$ cat config.mk
export PLATFORM = sky130hd
export DESIGN_NAME = timer_ctrl_fsm
export DESIGN_NICKNAME = d
export VERILOG_FILES = /design/src/rtl/timer_ctrl_pkg.sv /design/src/rtl/btn_debounce.sv /design/src/rtl/timer_ctrl_fsm.sv
export SDC_FILE = /design/constraint.sdc
export NUM_CORES = 1
export LEC_CHECK = 0
export BUFFER_PORTS_ARGS = -buffer_cell sky130_fd_sc_hd__buf_2
export CAP_MARGIN = 20
export CORE_MARGIN = 2
export CORE_UTILIZATION = 35
export DETAILED_ROUTE_END_ITERATION = 6
export GPL_TIMING_DRIVEN = 0
export PLACE_DENSITY = 0.6
export SETUP_SLACK_MARGIN = 0.5
export SLEW_MARGIN = 25
export SYNTH_ARGS = -nofsm -noshare
export SYNTH_HDL_FRONTEND = slang
export SYNTH_SLANG_ARGS = --single-unit
export TNS_END_PERCENT = 100
$ cat constraint.sdc
create_clock -name clk_100MHz -period 4.7 [get_ports clk_100MHz]
set_input_delay 0.94 -clock clk_100MHz [delete_from_list [all_inputs] [get_ports clk_100MHz]]
set_output_delay 0.94 -clock clk_100MHz [all_outputs]
set_load 0.02 [all_outputs]
$ cat src/rtl/timer_ctrl_pkg.sv
// Shared state encoding, mode constants and widths for the timer run/pause/mode sequencer.
package timer_ctrl_pkg;

  localparam int STATE_W = 2;
  localparam int MODE_W  = 4;

  typedef enum logic [STATE_W-1:0] {
    ST_IDLE   = 2'd0,
    ST_RUN    = 2'd1,
    ST_PAUSED = 2'd2,
    ST_DONE   = 2'd3
  } state_e;

  localparam logic [MODE_W-1:0] MODE_STOPWATCH = 4'd0;
  localparam logic [MODE_W-1:0] MODE_COUNTDOWN = 4'd1;

  // Advance the mode index, wrapping from num_modes-1 back to 0.
  function automatic logic [MODE_W-1:0] next_mode(input logic [MODE_W-1:0] cur,
                                                  input int num_modes);
    if (cur >= MODE_W'(num_modes - 1)) return '0;
    return cur + MODE_W'(1);
  endfunction

endpackage

$ cat src/rtl/btn_debounce.sv
// Raw button -> 2-flop synchroniser -> hold counter -> one-cycle registered press pulse.
module btn_debounce #(
  parameter int DEBOUNCE_CYCLES = 1_000_000
) (
  input  logic clk_i,
  input  logic rst_i,
  input  logic btn_i,
  output logic press_o
);

  localparam int CNT_W = (DEBOUNCE_CYCLES > 1) ? $clog2(DEBOUNCE_CYCLES) : 1;
  localparam logic [CNT_W-1:0] CNT_LAST = CNT_W'(DEBOUNCE_CYCLES - 1);

  logic             sync1_q, sync2_q;
  logic             stable_q, stable_d;
  logic             stable_dly_q;
  logic             press_q;
  logic [CNT_W-1:0] cnt_q, cnt_d;

  always_comb begin
    stable_d = stable_q;
    cnt_d    = '0;
    if (sync2_q != stable_q) begin
      if (cnt_q == CNT_LAST) stable_d = sync2_q;
      else                   cnt_d    = cnt_q + 1'b1;
    end
  end

  always_ff @(posedge clk_i) begin
    if (rst_i) begin
      sync1_q      <= 1'b0;
      sync2_q      <= 1'b0;
      stable_q     <= 1'b0;
      stable_dly_q <= 1'b0;
      press_q      <= 1'b0;
      cnt_q        <= '0;
    end else begin
      sync1_q      <= btn_i;
      sync2_q      <= sync1_q;
      stable_q     <= stable_d;
      stable_dly_q <= stable_q;
      // Only a rising stable level produces a press; releases are silent.
      press_q      <= stable_q & ~stable_dly_q;
      cnt_q        <= cnt_d;
    end
  end

  assign press_o = press_q;

endmodule

$ cat src/rtl/timer_ctrl_fsm.sv
// Run/pause/mode sequencer between the debounced board buttons and the timer counters.
// Build option ALARM_BLINK_EN: alarm toggles on every one_sec while DONE instead of holding at 1.
module timer_ctrl_fsm
  import timer_ctrl_pkg::*;
#(
  parameter int DEBOUNCE_CYCLES = 1_000_000,
  parameter int NUM_MODES       = 2,
  parameter int COUNTDOWN_MODE  = int'(MODE_COUNTDOWN),
  parameter int ALARM_SECS      = 10
) (
  input  logic               clk_100MHz,
  input  logic               reset,
  input  logic               start,
  input  logic               pause,
  input  logic               mode,
  input  logic               one_sec,
  input  logic               count_zero,
  output logic               run_en,
  output logic               clear,
  output logic               count_down,
  output logic [MODE_W-1:0]  mode_at,
  output logic               alarm,
  output logic [STATE_W-1:0] state_o
);

  // state     | meaning
  // ST_IDLE   | stopped; mode button cycles mode_at and clears counters
  // ST_RUN    | counters advance on one_sec
  // ST_PAUSED | counters frozen; start resumes, mode abandons to IDLE
  // ST_DONE   | countdown expired; alarm raised until a press or ALARM_SECS ticks

  localparam int TICK_W = (ALARM_SECS > 1) ? $clog2(ALARM_SECS + 1) : 1;
  localparam logic [TICK_W-1:0] TICK_LOAD = TICK_W'(ALARM_SECS - 1);

  logic press_start, press_pause, press_mode;
  logic ev_start, ev_pause, ev_mode, any_press;

  state_e             state_q, state_d;
  logic [MODE_W-1:0]  mode_q, mode_d;
  logic               run_en_q, run_en_d;
  logic               clear_q, clear_d;
  logic               alarm_q, alarm_d;
  logic [TICK_W-1:0]  tick_q, tick_d;
  logic               count_down_w;

  btn_debounce #(.DEBOUNCE_CYCLES(DEBOUNCE_CYCLES)) u_db_start (
    .clk_i(clk_100MHz), .rst_i(reset), .btn_i(start), .press_o(press_start)
  );
  btn_debounce #(.DEBOUNCE_CYCLES(DEBOUNCE_CYCLES)) u_db_pause (
    .clk_i(clk_100MHz), .rst_i(reset), .btn_i(pause), .press_o(press_pause)
  );
  btn_debounce #(.DEBOUNCE_CYCLES(DEBOUNCE_CYCLES)) u_db_mode (
    .clk_i(clk_100MHz), .rst_i(reset), .btn_i(mode), .press_o(press_mode)
  );

  // Same-cycle presses collapse to the single highest-priority one.
  assign ev_pause  = press_pause;
  assign ev_start  = press_start & ~press_pause;
  assign ev_mode   = press_mode & ~press_start & ~press_pause;
  assign any_press = press_start | press_pause | press_mode;

  assign count_down_w = (mode_q == MODE_W'(COUNTDOWN_MODE));

  always_comb begin
    state_d = state_q;
    mode_d  = mode_q;
    clear_d = 1'b0;
    alarm_d = 1'b0;
    tick_d  = tick_q;
    unique case (state_q)
      ST_IDLE: begin
        if (ev_start) begin
          state_d = ST_RUN;
        end else if (ev_mode) begin
          mode_d  = next_mode(mode_q, NUM_MODES);
          clear_d = 1'b1;
        end
      end
      ST_RUN: begin
        if (ev_pause) begin
          state_d = ST_PAUSED;
        end else if (count_down_w && count_zero) begin
          state_d = ST_DONE;
          tick_d  = TICK_LOAD;
          alarm_d = 1'b1;
        end
      end
      ST_PAUSED: begin
        if (ev_start) begin
          state_d = ST_RUN;
        end else if (ev_mode) begin
          state_d = ST_IDLE;
          clear_d = 1'b1;
        end
      end
      ST_DONE: begin
        alarm_d = alarm_q;
        if (any_press || (one_sec && (tick_q == '0))) begin
          state_d = ST_IDLE;
          clear_d = 1'b1;
          alarm_d = 1'b0;
        end else if (one_sec) begin
          tick_d = tick_q - 1'b1;
`ifdef ALARM_BLINK_EN
          alarm_d = ~alarm_q;
`endif
        end
      end
      default: state_d = ST_IDLE;
    endcase
    run_en_d = (state_d == ST_RUN);
  end

  always_ff @(posedge clk_100MHz) begin
    if (reset) begin
      state_q  <= ST_IDLE;
      mode_q   <= MODE_STOPWATCH;
      run_en_q <= 1'b0;
      clear_q  <= 1'b0;
      alarm_q  <= 1'b0;
      tick_q   <= '0;
    end else begin
      state_q  <= state_d;
      mode_q   <= mode_d;
      run_en_q <= run_en_d;
      clear_q  <= clear_d;
      alarm_q  <= alarm_d;
      tick_q   <= tick_d;
    end
  end

  assign run_en     = run_en_q;
  assign clear      = clear_q;
  assign count_down = count_down_w;
  assign mode_at    = mode_q;
  assign alarm      = alarm_q;
  assign state_o    = state_q;

endmodule
---- Word level (Yosys, flattened, before mapping) ----
Cells that the tools add are included.
word-level totals
  bits in latches ......................... 0
  input bits .............................. 7
  ROM bits ................................ 0
  memory bits (writable) .................. 0
  output and inout bits ................... 10
  memories kept ........................... 0
  register bits after elaboration ......... 88
operators by class
  order comparisons ....................... 1
  div/mod/pow operators ................... 0
  shifts and indexed selects .............. 0
  bitwise operators ....................... 17
  mux-type cells .......................... 26
  equal/unequal tests ..................... 16
  add/subtract/negate cells ............... 5
  reduce and logical (&&, ||, !) cells .... 15
  multipliers ............................. 0
operators with widths
  cell                                                                    number
  20-bit by 1-bit adder with 20-bit output (second input constant)        3
  20-bit == test (second input constant)                                  3
  4-bit two-way mux                                                       6
  2-bit two-way mux                                                       6
  1-bit two-way mux                                                       10
  2-bit != test (second input constant)                                   5
  1-bit NOT                                                               9
  3-bit OR reduction                                                      3
  2-bit one-hot mux with 4 select lines                                   1
  4-bit one-hot mux with 2 select lines                                   1
  1-bit bitwise AND                                                       6
  2-bit AND reduction                                                     3
  5-bit AND reduction                                                     1
  4-bit by 1-bit adder with 4-bit output (second input constant)          1
  2-bit by 1-bit == test with 1-bit output (second input constant)        2
  2-bit == test (second input constant)                                   2
  4-bit by 1-bit == test with 1-bit output (second input constant)        1
  4-bit by 1-bit >= comparator with 1-bit output (second input constant)  1
  4-bit logical NOT                                                       1
  1-bit one-hot mux with 2 select lines                                   2
  4-bit by 1-bit subtractor with 4-bit output (second input constant)     1
  1-bit != test                                                           3
  3-bit AND reduction                                                     1
  1-bit logical AND                                                       2
  other kinds (5)                                                         6

---- Depth between registers and ports, before layout ----
Gate-level depths: netlist of the first run.
  depth in word-level cells ............... 7
  depth in mapped cells ................... 7
  mapped depth without buffers ............ 6

---- Modules after synthesis ----
Synthesis of the first run repeated with hierarchy kept, for this count alone.
second synthesis, totals
  cells, all modules ...................... 429
  area, all modules ....................... 3918.8 sq um
modules (own cells, without submodules)
  module          instances  sequential area each (sq um)  cells each  area each (sq um)
  btn_debounce    3          500.5                         119         1074.8
  timer_ctrl_fsm  1          260.2                         72          694.4

---- Worst setup path before layout of the first run ----
No wires, ideal clock.
  path type ............................... register to output
  start point ............................. register mode_q[0], in the netlist mode_at[0]
  end point ............................... output count_down
  stages on the path, launching flop included .. 3
  slack ................................... 2.510 ns
  data required time ...................... 3.760 ns
  arrival ................................. 1.250 ns
  path through ............................ dfxtp_1 ha_1 nor3b_1
between the ends
  cells in the longest elaborated chain, start to end .. 1
RTL lines
  element                                   line                   source
  start, declared                           timer_ctrl_fsm.sv:39   logic [MODE_W-1:0] mode_q, mode_d;
  start signal, assigned                    timer_ctrl_fsm.sv:124  mode_q <= mode_d;
  4-bit by 1-bit == test with 1-bit output  timer_ctrl_fsm.sv:62   assign count_down_w = (mode_q == MODE_W'(COUNTDOWN_MODE));
  end, declared                             timer_ctrl_fsm.sv:20   output logic count_down,
Every way passes these cells.

---- Worst setup path after layout of the first run ----
Ends and elaborated chain as after synthesis.

==> results.json, run 1 <==
{
  "status": "finished clean",
  "grt_use_total_pct": 13.2,
  "criticalPathCategory": "flip-flop to output pin",
  "clk_pin_slew_ps": 90,
  "antenna_cells": 0,
  "ys_ff_latch": 88,
  "arrival_ps": 1380,
  "drive_above_1_share_pct": 9.74,
  "postCtsSetupBuffers": 0,
  "finalSetupViolCount": 0,
  "cts_tree": "done",
  "dp_hpwl_um": 5230,
  "ant_nets": 0,
  "required_ps": 3760,
  "yosys.area.top_type_share_pct": 45.8,
  "syn_nets": 446,
  "wl_per_cell_um": 12.0,
  "rr_startpoint": "u_db_start.cnt_q[12]",
  "yosys.area.top_type": "dfxtp_1",
  "antenna_found_initial": 0,
  "ir_drop_mv": 0.120,
  "route.vias.total": 3022,
  "mostFrequentLayoutCell": "dfxtp_1",
  "place_congestion": 0.767,
  "dr.pass1.iters": 4,
  "min_from": "u_db_start.stable_dly_q",
  "clockBufferDepth": 2,
  "setup_tns_ps": 0,
  "cts_resized": 0,
  "holdWs_ps": 376,
  "synth_area_leaders": "dfxtp_1, nor2_1, xnor2_1",
  "ys_warn_count": 0,
  "leakage_uw": 0.00140,
  "synth-edff-count": 0,
  "syn_area_per_cell_um2": 8.93,
  "core_area_um2": 10800,
  "fin_crit_sh_pct": 49.4,
  "post-route-drc-count": 0,
  "hold_path.class": "flip-flop to flip-flop",
  "ff2ff_path_depth": 5,
  "r2r_setup_slack_ps": 2480,
  "ys_async_sr_fraction_pct": 0,
  "port_buffers": 16,
  "rows": 38,
  "cts-root-buf": "clkbuf_8",
  "start_kind": "flip-flop",
  "hold_depth": 1,
  "grt_pass1_vias": 2764,
  "worstSetupEndpointType": "output pin",
  "die_area_um2": 11900,
  "htreeDepth": 3,
  "worst-slew-pin-transition_ps": 734,
  "routed_wl_um": 7250,
  "hold_violations": 0,
  "rr_endpoint": "u_db_start.cnt_q[7]",
  "skew_ps": 7.16,
  "ys.flop_type": "dfxtp_1",
  "finish.net_count": 473,
  "globalRouteOverflowTotal": 0,
  "stdcell_area_um2": 4330,
  "yosysSeqAreaShare_pct": 45.8,
  "maxCapViolCount": 0,
  "area_growth_pct": 12.3,
  "grt_max_degree": 14,
  "drv_slew": 0,
  "fp.dieH_um": 109,
  "cts_buffers": 9,
  "grt_pass1_wl_um": 12400,
  "rsz0062_at_grt": "no",
  "io_pins": 17,
  "ctsHoldBuffers": 0,
  "min_to": "u_db_start.press_o",
  "synth.distinct_cells": 50,
  "dpl-instance-area_um2": 4110,
  "slew_headroom_pct": 50.8,
  "vias_per_cell": 5.02,
  "critPathMaxFanout": 5,
  "cts.sinks": 88,
  "power.density_nw_per_um2": 312,
  "die_w_um": 109,
  "start_util_pct": 35.7,
  "syn_area_um2": 3850,
  "layout_min_cycle_time_ps": 2320,
  "insertion_delay_ps": 360,
  "max_freq_mhz": 430,
  "drtIter0Drc": 142,
  "layout_common_cells": "dfxtp_1, nor2_1, nand3_1",
  "syn_inst": 431,
  "fin_util_pct": 40.1
}
==> final cells by class <==
class / count / area, um^2
sequential: 88 / 1760
clock buffer: 12 / 155
tap: 140 / 175
inverter: 17 / 63.8
fill: 1057 / 6470
multi-input combinational: 314 / 1950
timing repair buffer: 16 / 80.1
buffer: 12 / 70.1
clock inverter: 3 / 65.1
==> worst max-delay path: stages, from the launching register on <==
cell and delay [ps]:
dfxtp_1 440, ha_1 230, nor3b_1 180, buf_2 190
==> kinds of logic after synthesis <==
logic type	Yosys count	synth area share, %
xor gates and xnor gates	39	8.87
and+or+nand+nor	206	29.6
adders and majority gates	8	2.60
AOI/OAI and AO/OA	60	9.43
DFF	88	45.8
muxes	1	0.260
buffers and inverters	29	3.48
==> through the flow <==
stage	worst slack, ps	cells	power, uW
after global routing	2270	602	1410
after floorplan	2510	431	781
after CTS	2340	602	1370
after global placement	2410	587	788
after detailed placement	2360	587	788
final	2380	602	1350
==> state kept, by name, summed over array words and instances, names as in the netlist, 2 cells and up <==
register,count
u_db_start.cnt_q,20
tick_q,4
mode_at,4
state_o,2
u_db_pause.cnt_q,20
u_db_mode.cnt_q,20
==> worst max path at each step <==
stage / depth (start not counted) / endpoint / start
after floorplan: 2 / count_down / mode_at[0]
after global placement: 6 / u_db_start.cnt_q[5] / reset
after detailed placement: 6 / u_db_start.cnt_q[7] / reset
after CTS: 3 / count_down / mode_at[0]
after global routing: 5 / u_db_start.cnt_q[11] / u_db_start.cnt_q[12]
final: 3 / count_down / mode_at[0]
==> where the power goes <==
part | leakage [uW] | switching, uW | total (uW) | internal (uW)
Sequential | 0.000710 | 1.68 | 750 | 748
Combinational | 0.000576 | 12.5 | 20.6 | 8.09
Clock | 0.000112 | 254 | 579 | 325
Total | 0.00140 | 268 | 1350 | 1080
==> layer usage <==
metal | track usage [%] | up-vias | routed length [um]
met4 | 5.04 | 0 | 88
li1 | - | 1576 | -
met3 | 3.83 | 8 | 247
met2 | 21.2 | 30 | 3270
met1 | 16.7 | 1408 | 3640
met5 | 0 | - | 0
==> synth_stat cells (3+ instances only) <==
| master | number |
|---|---|
| ha_1 | 8 |
| xnor2_1 | 20 |
| inv_1 | 17 |
| and4_1 | 3 |
| nand2_1 | 20 |
| nand4_1 | 10 |
| nor4_1 | 3 |
| nor2b_1 | 14 |
| nor3_1 | 16 |
| a21oi_1 | 25 |
| dfxtp_1 | 88 |
| o21ai_0 | 16 |
| buf_6 | 3 |
| or4_1 | 11 |
| nor2_1 | 49 |
| nand3_1 | 27 |
| nor3b_1 | 4 |
| o31ai_1 | 6 |
| nor4b_1 | 4 |
| xor2_1 | 19 |
| or3_1 | 17 |
| nand3b_1 | 3 |
| clkbuf_1 | 7 |
| and3_1 | 11 |
Note: power is estimated with default switching activity, not from simulation.
==> run 2: changes to the inputs <==
--- a/config.mk
+++ b/config.mk
@@ -5,6 +5,7 @@
 export SDC_FILE = /design/constraint.sdc
 export NUM_CORES = 1
 export LEC_CHECK = 0
+export ABC_AREA = 1
 export BUFFER_PORTS_ARGS = -buffer_cell sky130_fd_sc_hd__buf_2
 export CAP_MARGIN = 20
 export CORE_MARGIN = 2
==> constraint.sdc (replaced) <==
create_clock -name clk_100MHz -period 2.4 [get_ports clk_100MHz]
set_input_delay 0.48 -clock clk_100MHz [delete_from_list [all_inputs] [get_ports clk_100MHz]]
set_output_delay 0.48 -clock clk_100MHz [all_outputs]
set_load 0.02 [all_outputs]
==> run 2 against run 1 <==
Combinational power grew 97%. Setup slack lost 1700 ps. Final cell count grew 30%. Synthesized cell count grew 42%. Critical path depth grew 1. Non-clock buffer count shrank 6. Register-to-register slack lost 1800 ps. Die area grew 8.4%. Core utilization grew 1.2 points. Synthesized area grew 8.7%. Total power grew 130%. Largest power group is now clock.
==> results.json, run 2 <==
{
  "power.density_nw_per_um2": 642,
  "cts_buffers": 9,
  "fin_util_pct": 41.3,
  "ff2ff_path_depth": 9,
  "insertion_delay_ps": 340,
  "start_kind": "flip-flop",
  "cts_resized": 0,
  "yosys.area.top_type": "dfxtp_1",
  "worst-slew-pin-transition_ps": 451,
  "seq_area_um2": 1760,
  "route.vias.total": 3627,
  "dpl.cell_count": 769,
  "postCtsSetupBuffers": 0,
  "grt_pass1_vias": 3374,
  "rows": 39,
  "hold_violations": 0,
  "rsz0062_at_grt": "no",
  "finalNonFillerCells": 785,
  "n_fill_cell": 1173,
  "layout_common_cells": "nand2_1, nor2_1, dfxtp_1",
  "skew_ps": 12.8,
  "ys_warn_count": 0,
  "ys.flop_type": "dfxtp_1",
  "required_ps": 1920,
  "layout_min_cycle_time_ps": 1750,
  "drive_above_1_share_pct": 8.26,
  "hold_path.class": "primary input to flip-flop",
  "maxCapViolCount": 0,
  "min_from": "start",
  "place_ws_ps": 737,
  "synth-edff-count": 0,
  "r2r_setup_slack_ps": 730,
  "syn_area_um2": 4190,
  "setup_tns_ps": 0,
  "dp_hpwl_um": 6150,
  "status": "finished clean",
  "syn_inst": 611,
  "core_area_um2": 11600,
  "leakage_uw": 0.00174,
  "worstSetupEndpointType": "output pin",
  "yosys.area.top_type_share_pct": 42.1,
  "port_buffers": 15,
  "wl_per_cell_um": 10.7,
  "cts_tree": "done",
  "start_util_pct": 36.2,
  "fin_crit_sh_pct": 72.7,
  "area_growth_pct": 14.1,
  "stdcell_area_um2": 4770,
  "setup_slack_ps": 654,
  "hold_depth": 3,
  "synth.distinct_cells": 29,
  "globalRouteOverflowTotal": 0,
  "ys_ff_latch": 88,
  "criticalPathCategory": "flip-flop to output pin",
  "yosysMostFrequentCell": "nand2_1",
  "finalSetupViolCount": 0,
  "rr_endpoint": "u_db_start.cnt_q[12]",
  "yosysSeqAreaShare_pct": 42.1,
  "post-route-drc-count": 0,
  "arrival_ps": 1270,
  "clockBufferDepth": 2,
  "cts-root-buf": "clkbuf_16",
  "ir_drop_mv": 0.314,
  "place_congestion": 0.854,
  "antenna_found_initial": 0,
  "dpl-instance-area_um2": 4440,
  "syn_nets": 626,
  "ctsHoldBuffers": 0,
  "synthTopCellsByCount": "nand2_1, nor2_1, dfxtp_1",
  "die_w_um": 113,
  "max_freq_mhz": 573,
  "reg_top3": "u_db_mode.cnt_q x20, u_db_pause.cnt_q x20, u_db_start.cnt_q x20",
  "mostFrequentLayoutCell": "nand2_1",
  "finish.net_count": 652,
  "multiInputGateArea_um2": 2100,
  "syn_area_per_cell_um2": 6.85,
  "ant_nets": 0,
  "die_area_um2": 12800,
  "grt_pass1_wl_um": 14700,
  "routed_wl_um": 8430,
  "rr_startpoint": "u_db_start.cnt_q[0]",
  "drtIter0Drc": 310,
  "cts.sinks": 88,
  "vias_per_cell": 4.62,
  "clk_pin_slew_ps": 70,
  "drv_slew": 0,
  "grt_use_total_pct": 13.9,
  "min_to": "u_db_start.sync1_q",
  "antenna_cells": 0,
  "fp.dieH_um": 113,
  "critPathMaxFanout": 5,
  "ys_async_sr_fraction_pct": 0,
  "synth_area_leaders": "dfxtp_1, nand2_1, nor2_1",
  "htreeDepth": 3,
  "io_pins": 17,
  "slew_headroom_pct": 70.0,
  "dr.pass1.iters": 7,
  "grt_max_degree": 18
}
[run 2: cell types whose count changed after synthesis, moves of 5 or more]
cell / delta
inv_1: +57
nand3_1: +12
or4_1: -11
or3_1: -17
xnor2_1: -8
nand2_1: +121
and3_1: -11
nor3_1: -5
nor2b_1: -14
clkbuf_1: -6
o31ai_1: -6
nor2_1: +91
[run 2: cells by family (layout without fill, tap and decap cells)]
family / count (synthesis) / in the layout / share of synthesized area [%]
and+or+nand+nor: 361 / 361 / 36.4
DFF: 88 / 88 / 42.1
buffers and inverters: 82 / 113 / 7.77
AOI/OAI and AO/OA: 45 / 45 / 5.68
xor gates and xnor gates: 27 / 27 / 5.65
adders and majority gates: 8 / 8 / 2.39
[run 2: per-stage QoR]
stage / hold WS (ps) / total power, uW
2_1_floorplan: 373 / 1530
3_3_place_gp: 380 / 1540
3_5_place_dp: 380 / 1540
4_1_cts: 365 / 3100
5_1_grt: 372 / 3170
6_report: 360 / 3060
[run 2: cell type report]
type                    count  area share, %
flip-flops and latches     88           36.9
inverters                  75           5.92
clock inverters             7           2.31
multi-input cells         441           43.9
plain buffers               7          0.891
repair buffers             15           1.57
well taps                 143           3.75
clock buffers               9           4.72
[run 2: power breakdown]
| group | internal (uW) | switching (uW) |
|---|---|---|
| Combinational | 13.1 | 27.5 |
| Sequential | 1470 | 3.58 |
| Clock | 932 | 622 |
[run 2: metal layers]
metal | wire [um] | up-vias | track usage [%]
met4 | 95 | 0 | 5.37
met3 | 273 | 7 | 2.41
met2 | 3790 | 45 | 23.2
li1 | - | 1962 | -
met5 | 0 | - | 0
met1 | 4270 | 1613 | 17.8
[run 2: worst max-delay path, stage by stage, from the launching register on]
cell	delay [ps]
dfxtp_1	410
ha_1	190
nand2_1	70
inv_1	80
buf_2	160
[run 2: worst max path at each step]
stage	start	to	slack, ps	cells after the start
after floorplan	mode_at[0]	mode_at[1]	990	6
after global placement	u_db_pause.cnt_q[0]	u_db_pause.cnt_q[2]	780	9
after detailed placement	u_db_start.cnt_q[0]	u_db_start.cnt_q[8]	740	9
after CTS	mode_at[0]	count_down	650	4
after global routing	mode_at[0]	count_down	530	4
final	mode_at[0]	count_down	650	4
